`src/rtl/dot_product_acc.sv`:
```
// Dot-product engine: registers 4-bit operand pairs into a 4x4 array multiplier,
// accumulates LEN products and presents the wrapped sum with an overflow flag.
module dot_product_acc #(
    parameter int LEN   = 8,
    parameter int ACC_W = 12
) (
    input  logic             clk,
    input  logic             rst_n,
    input  logic             in_valid,
    output logic             in_ready,
    input  logic [3:0]       a,
    input  logic [3:0]       b,
    output logic             out_valid,
    input  logic             out_ready,
    output logic [ACC_W-1:0] out_sum,
    output logic             out_ovf
);

    typedef enum logic [1:0] {ACCUM, DRAIN, HOLD} state_e;

    state_e           state_q, state_d;
    logic [3:0]       op_a_q, op_a_d;
    logic [3:0]       op_b_q, op_b_d;
    logic             p_valid_q, p_valid_d;
    logic [7:0]       in_cnt_q, in_cnt_d;
    logic [7:0]       add_cnt_q, add_cnt_d;
    logic [ACC_W-1:0] acc_q, acc_d;
    logic             ovf_q, ovf_d;
    logic [ACC_W-1:0] out_sum_q, out_sum_d;
    logic             out_ovf_q, out_ovf_d;
    logic             out_valid_q, out_valid_d;

    logic             accept;
    logic             last_add;
    logic [7:0]       product;
    logic [ACC_W-1:0] acc_sum;
    logic             carry;

    // Shift-and-add over the partial-product rows of the 4x4 array.
    function automatic logic [7:0] array_mult(input logic [3:0] x, input logic [3:0] y);
        logic [7:0] p;
        p = '0;
        for (int i = 0; i < 4; i++) begin
            if (y[i]) p = p + ({4'b0000, x} << i);
        end
        return p;
    endfunction

    assign in_ready = rst_n && (state_q == ACCUM);

    always_comb begin
        // NOTE: every _d gets its hold value first so no path through this block infers a latch.
        state_d     = state_q;
        op_a_d      = op_a_q;
        op_b_d      = op_b_q;
        in_cnt_d    = in_cnt_q;
        add_cnt_d   = add_cnt_q;
        acc_d       = acc_q;
        ovf_d       = ovf_q;
        out_sum_d   = out_sum_q;
        out_ovf_d   = out_ovf_q;
        out_valid_d = out_valid_q;

        accept   = in_valid && in_ready;
        product  = array_mult(op_a_q, op_b_q);
        {carry, acc_sum} = {1'b0, acc_q} + {{(ACC_W - 7){1'b0}}, product};
        last_add = p_valid_q && (add_cnt_q == 8'(LEN - 1));

        p_valid_d = accept;
        if (accept) begin
            op_a_d   = a;
            op_b_d   = b;
            in_cnt_d = in_cnt_q + 8'd1;
        end

        if (p_valid_q) begin
            acc_d     = acc_sum;
            ovf_d     = ovf_q | carry;
            add_cnt_d = add_cnt_q + 8'd1;
        end

        // The final product goes straight to the result register; the accumulator restarts.
        if (last_add) begin
            out_sum_d   = acc_sum;
            out_ovf_d   = ovf_q | carry;
            out_valid_d = 1'b1;
            acc_d       = '0;
            ovf_d       = 1'b0;
            add_cnt_d   = '0;
        end

        case (state_q)
            ACCUM: if (accept && (in_cnt_q + 8'd1 == 8'(LEN))) state_d = DRAIN;
            DRAIN: if (last_add) state_d = HOLD;
            HOLD: begin
                if (out_valid_q && out_ready) begin
                    state_d     = ACCUM;
                    in_cnt_d    = '0;
                    out_valid_d = 1'b0;
                end
            end
            default: state_d = ACCUM;
        endcase
    end

    // NOTE: state is updated with non-blocking assignments so every flop samples pre-edge values.
    always_ff @(posedge clk) begin
        if (!rst_n) begin
            state_q     <= ACCUM;
            op_a_q      <= '0;
            op_b_q      <= '0;
            p_valid_q   <= 1'b0;
            in_cnt_q    <= '0;
            add_cnt_q   <= '0;
            acc_q       <= '0;
            ovf_q       <= 1'b0;
            out_sum_q   <= '0;
            out_ovf_q   <= 1'b0;
            out_valid_q <= 1'b0;
        end else begin
            state_q     <= state_d;
            op_a_q      <= op_a_d;
            op_b_q      <= op_b_d;
            p_valid_q   <= p_valid_d;
            in_cnt_q    <= in_cnt_d;
            add_cnt_q   <= add_cnt_d;
            acc_q       <= acc_d;
            ovf_q       <= ovf_d;
            out_sum_q   <= out_sum_d;
            out_ovf_q   <= out_ovf_d;
            out_valid_q <= out_valid_d;
        end
    end

    assign out_valid = out_valid_q;
    assign out_sum   = out_sum_q;
    assign out_ovf   = out_ovf_q;

endmodule

```
`config.mk`:
```
export PLATFORM = sky130hd
export DESIGN_NAME = dot_product_acc
export DESIGN_NICKNAME = d
export VERILOG_FILES = /design/src/rtl/dot_product_acc.sv
export SDC_FILE = /design/constraint.sdc
export NUM_CORES = 1
export LEC_CHECK = 0
export CORE_MARGIN = 2
export CORE_UTILIZATION = 40
export DETAILED_ROUTE_END_ITERATION = 10
export GPL_TIMING_DRIVEN = 0
export PLACE_DENSITY = 0.64
export SYNTH_ARGS = -nofsm -noshare
export SYNTH_HDL_FRONTEND = slang
export SYNTH_SLANG_ARGS = --single-unit
```
`constraint.sdc`:
```
create_clock -name clk -period 9.1 [get_ports clk]
set_clock_uncertainty 0.1 [all_clocks]
set_input_delay 1.82 -clock clk [delete_from_list [all_inputs] [get_ports clk]]
set_output_delay 1.82 -clock clk [all_outputs]
set_load 0.01 [all_outputs]
```
## Word-level counts from Yosys, hierarchy flattened

Index checks and enable logic that the tools add are counted.

| word-level totals | value |
|---|---|
| register bits | 54 |
| output and inout port bits | 15 |
| logic and storage cells | 48 |

| cells by class | value |
|---|---|
| muxes and demuxes | 14 |
| eq/ne operators | 7 |
| bitwise logic cells | 2 |
| reductions and logical operators | 8 |
| $add $sub $neg | 6 |

Operator list:

| operator | count |
|---|---|
| 2-to-1 mux 8 bit | 6 |
| adder 8 x 1 -> 8 bit, second input constant | 2 |
| adder 12 x 8 -> 13 bit | 1 |
| adder 8 x 6 -> 8 bit | 1 |
| adder 8 x 7 -> 8 bit | 1 |
| equality test 8 x 3 -> 1 bit, second input constant | 1 |
| equality test 8 x 4 -> 1 bit, second input constant | 1 |
| adder 4 x 5 -> 6 bit | 1 |
| 2-to-1 mux 2 bit | 3 |
| one-hot mux 2 bit (3 select lines) | 1 |
| logical AND 1 bit | 5 |
| 2-to-1 mux 4 bit | 1 |
| inequality test 2 bit, second input constant | 2 |
| 2-to-1 mux 1 bit | 3 |
| AND reduction 3 bit | 1 |
| equality test 2 x 1 -> 1 bit, second input constant | 1 |
| equality test 2 bit, second input constant | 1 |
| zero test 2 bit | 1 |
| inequality test 2 x 1 -> 1 bit, second input constant | 1 |
| OR reduction 2 bit | 1 |
| NOT 1 bit | 1 |
| OR 1 bit | 1 |

## Longest topological paths before layout

| logic depth | value |
|---|---|
| depth after elaboration | 9 |
| gate-level depth with buffers | 25 |
| depth with buffers taken out | 25 |

## Least setup slack after synthesis

Ideal clock, no wire load.

| timing | value |
|---|---|
| path type | register to register |
| start point | register op_a_q[1] |
| end point | register ovf_q |
| buffers on the path | 0 |
| cell stages (with the launch flop) | 26 |
| setup slack | 3.960 ns |
| setup time | 0.115 ns |
| data required time | 8.885 ns |
| data arrival time | 4.925 ns |
| cells stage by stage | dfxtp_1 inv_1 nor2_1 ha_1 inv_1 fa_1 nand2b_1 nand3_1 xor2_1 inv_1 fa_1 xnor2_1 nand2_1 xnor2_1 inv_1 ha_1 a21o_1 a21oi_1 xnor2_1 mux2_2 ha_1 a2111o_1 a311o_1 and3_4 a31oi_1 nor2_1 |

| between the ends | value |
|---|---|
| word-level cells in the longest chain between the ends | 9 |

RTL lines:

| item | line | text |
|---|---|---|
| start: declaration | 22 | `logic [3:0] op_a_q, op_a_d;` |
| start signal: assignment | 122 | `op_a_q <= op_a_d;` |
| 2-to-1 mux 4 bit | 44 | `if (y[i]) p = p + ({4'b0000, x} << i);` |
| adder 4 x 5 -> 6 bit | 44 |  |
| 2-to-1 mux 8 bit | 44 |  |
| adder 8 x 6 -> 8 bit | 44 |  |
| 2-to-1 mux 8 bit | 44 |  |
| adder 8 x 7 -> 8 bit | 44 |  |
| 2-to-1 mux 8 bit * | 44 |  |
| adder 12 x 8 -> 13 bit * | 66 | `{carry, acc_sum} = {1'b0, acc_q} + {{(ACC_W - 7){1'b0}}, product};` |
| OR 1 bit * | 78 | `ovf_d = ovf_q \| carry;` |
| end signal: assignment | 128 | `ovf_q <= ovf_d;` |
| end: declaration | 28 | `logic ovf_q, ovf_d;` |

Mark *: on every way between the ends. The rest lies on a longest branch, timed or not.
A chain may end at the register's enable or synchronous reset.

## Worst setup path in the final report

| timing | value |
|---|---|
| start point | register op_a_q[1] |
| end point | register out_sum_q[9], in the netlist out_sum[9] |

| between the ends | value |
|---|---|
| word-level cells in the longest chain between the ends | 8 |

RTL lines:

| item | line | text |
|---|---|---|
| 2-to-1 mux 4 bit | 44 |  |
| adder 4 x 5 -> 6 bit | 44 |  |
| 2-to-1 mux 8 bit | 44 |  |
| adder 8 x 6 -> 8 bit | 44 |  |
| 2-to-1 mux 8 bit | 44 |  |
| adder 8 x 7 -> 8 bit | 44 |  |
| 2-to-1 mux 8 bit * | 44 |  |
| adder 12 x 8 -> 13 bit * | 66 |  |
| end signal: assignment | 129 | `out_sum_q <= out_sum_d;` |
| end: declaration | 29 | `logic [ACC_W-1:0] out_sum_q, out_sum_d;` |

Marked as above.

==> impl_results.md <==
- Clock root buffer: sky130_fd_sc_hd__clkbuf_8
- Worst hold path startpoint: out_sum[0]
- Initial core utilization: 41.3%
- Global-route wire length before repair: 11.5 mm
- Total number of clock tree sinks: 54
- Nets in the synthesized netlist: 409
- Gate Count Post-Synth: 373
- Summed instance area of the synthesized netlist: 3190 um^2
- CTS tree: built
- Class of the most critical setup path: flop to flop
- GRT Util Overall: 16.3%
- DRC violation count after routing: 0
- Post-cts resize count: 0
- Run status: completed
- Post-synth EDFFs: 0
- Worst-case register-to-register setup slack: 3.27 ns
- Placer Congestion: 0.818
- Detailed-route via count: 2643
- Most used DFF post-synth: sky130_fd_sc_hd__dfxtp_1
- Number of levels the H-tree was split into: 2
- Fraction of final layout cells sized beyond drive strength 1: 6.14%
- Setup total negative slack: 0 ns
- Final period util: 64.1%
- Nature of the critical path endpoint: flop
- Placeable core area: 7730 um^2
- Cts bufs inserted: 5
- NumNets Final: 442
- HPWL after DPL: 5.05 mm
- Row Count: 32
- Most instantiated cells after synthesis: sky130_fd_sc_hd__dfxtp_1, sky130_fd_sc_hd__nand2_1, sky130_fd_sc_hd__nor2_1
- Worst-path maximum fanout: 9
- Count of hold-fix buffers inserted at cts: 0
- Synthesis-stage register bit count: 54
- Post-CTS Setup Repair Bufs: 0
- Number of endpoints failing setup at the final stage: 0
- Cell with the most instances after synthesis: sky130_fd_sc_hd__dfxtp_1
- Overall die width: 93.3 um
- Top cells by area in the synthesized netlist: sky130_fd_sc_hd__dfxtp_1, sky130_fd_sc_hd__ha_1, sky130_fd_sc_hd__nand2_1
- Area fraction of the dominant cell type after synthesis: 33.9%
- Hold WC Path Type: flop to flop
- Count of buffers inserted at the top-level ports: 26
- Biggest area consumer among synthesized cells: sky130_fd_sc_hd__dfxtp_1
- Leakage power total: 0.00142 uW
- Worst EP required: 9.25 ns
- PnR Total Power: 438 uW
- Highest clock frequency the design can meet: 0.172 GHz
- Post-route cell area: 3670 um^2
- Warnings from Yosys: 0
- Antenna diode count: 0
- Share of async-settable or async-resettable flops after synthesis: 0%
- Seq/Total Area, Yosys: 33.9%
- First-pass detailed-route iteration total: 4
- Distinct cell type count of the synthesized netlist: 53
- Tightest hold margin: 0.367 ns
- Final global-route overflow total: 0
- Unrepaired setup endpoints after global routing: false
- Final core area utilization: 47.5%
- Critical Path AT: 5.97 ns
- I/O pins: 27
- Number of global-route vias before repair: 2499
- Slew margin rel.: 53.8%
- Antenna violations before repair: 0
- Hold violation count in the final report: 0
- Worst IR Drop VDD: 0.0530 mV
- Number of max-capacitance violations reported: 0
- Reg2reg start: op_a_q[1]
- Shortest clock period the worst path allows after layout: 5.83 ns
- Worst-case clock buffer depth: 2
- DRT Wirelength: 6.73 mm
- Crit path from: op_a_q[1]
- Worst-skew pair later-pin latency: 0.31 ns
- Maximum number of pins on one net before global-route repair: 17
- Post-DRT Antenna Nets: 0
- Measured slew at the worst slew-check pin: 0.688 ns
- Drt initial violations: 77
- Critical Path Source Type: flop
- Mapped Avg Cell Area: 8.56 um^2
- Overall die area: 8710 um^2
- Pwr dens: 119 nW/um^2
- Routed length per instance: 13.2 um
- Placed Area: 3580 um^2
- Layout overhead on the synthesized area: 14.9%
- Number of vias per cell after detailed routing: 5.19
- Chip height: 93.3 um
- Clock-pin slew of the registers on the worst-case setup and hold paths: 0.09 ns
- Number of pins with negative max-slew slack in the final report: 0
-- layout make-up --
cell class              instances  area, um^2
plain buffers                  18        93.8
clock buffers                   6        72.6
clock inverters                 2        13.8
fillers                       738        4060
inverters                      11        41.3
multi-input cells             290        1980
flip-flops and latches         54        1080
well taps                     102         128
repair buffers                 26         260
-- through the flow --
step | cells | setup slack [ns]
floorplan | 373 | 3.96
global placement | 501 | 3.45
detailed placement | 501 | 3.29
CTS | 509 | 3.27
global route | 509 | 2.65
finish | 509 | 3.27
-- report_power, final --
| part | total, uW | internal [uW] | switching (uW) |
|---|---|---|---|
| Sequential | 248 | 242 | 5.82 |
| Clock | 135 | 54.5 | 80.0 |
| Combinational | 55.5 | 24.9 | 30.6 |
| Total | 438 | 321 | 116 |
-- final timing paths --
check                                  end  cells after the start
worst min-delay path            out_sum[0]                      2
worst min register to register  out_sum[0]                      2
worst max-delay path            out_sum[9]                     25
worst max register to register  out_sum[9]                     25
-- flip-flops by register name, indices dropped and copies added (netlist names) --
name,count
p_valid_q,1
op_a_q,4
out_ovf,1
add_cnt_q,8
out_valid,1
op_b_q,4
ovf_q,1
out_sum,12
in_cnt_q,8
state_q,2
acc_q,12
-- layer usage --
layer  vias to the layer above  share of wire [%]  wire, um  track usage, %
li1                       1372                  -         -               -
met1                      1230                 50      3370            22.4
met2                        35                 46      3120            26.8
met3                         6                2.5       170            2.42
met4                         0                1.1        74            4.04
met5                         -                  0         0               0
-- worst max-delay path, cell delays in order, from the launching register on --
cell and delay (ns):
sky130_fd_sc_hd__dfxtp_1 0.46, sky130_fd_sc_hd__inv_1 0.20, sky130_fd_sc_hd__nor2_1 0.14, sky130_fd_sc_hd__ha_1 0.18, sky130_fd_sc_hd__inv_1 0.06, sky130_fd_sc_hd__fa_1 0.40
sky130_fd_sc_hd__nand2b_1 0.18, sky130_fd_sc_hd__nand3_1 0.10, sky130_fd_sc_hd__xor2_1 0.23, sky130_fd_sc_hd__inv_1 0.09, sky130_fd_sc_hd__fa_1 0.45, sky130_fd_sc_hd__xnor2_1 0.16
sky130_fd_sc_hd__nand2_1 0.08, sky130_fd_sc_hd__xnor2_1 0.30, sky130_fd_sc_hd__inv_1 0.08, sky130_fd_sc_hd__ha_1 0.28, sky130_fd_sc_hd__a21o_1 0.18, sky130_fd_sc_hd__a21oi_1 0.17
sky130_fd_sc_hd__xnor2_1 0.07, sky130_fd_sc_hd__mux2_2 0.27, sky130_fd_sc_hd__ha_1 0.36, sky130_fd_sc_hd__o21ai_0 0.14, sky130_fd_sc_hd__a21oi_1 0.55, sky130_fd_sc_hd__o211ai_1 0.22
sky130_fd_sc_hd__xor2_1 0.19, sky130_fd_sc_hd__a21oi_1 0.14
-- cell families (layout without fill, tap and decap cells) --
logic type               after synthesis  after routing  synth area share (%)
flip-flops                            54             54                  33.9
adder cells (fa/ha/maj)               24             24                  10.3
buffers and inverters                 29             63                  4.23
AND/OR/NAND/NOR                      139            139                  21.9
multiplexers                          15             15                  4.82
AO/OA/AOI/OAI                         83             83                  16.9
XOR/XNOR                              29             29                  7.95
-- cells in the final DEF, fill, tap and decap left out, types with 11 or more instances in the layout --
cell type,instances
sky130_fd_sc_hd__dfxtp_1,54
sky130_fd_sc_hd__nand2_1,49
sky130_fd_sc_hd__nor2_1,36
sky130_fd_sc_hd__clkdlybuf4s50_1,26
sky130_fd_sc_hd__o21ai_0,25
sky130_fd_sc_hd__a21oi_1,20
sky130_fd_sc_hd__ha_1,20
sky130_fd_sc_hd__xor2_1,15
sky130_fd_sc_hd__xnor2_1,14
sky130_fd_sc_hd__clkbuf_1,12
sky130_fd_sc_hd__mux2i_1,12
sky130_fd_sc_hd__inv_1,11
No activity file was read; power rests on OpenSTA's default activity.
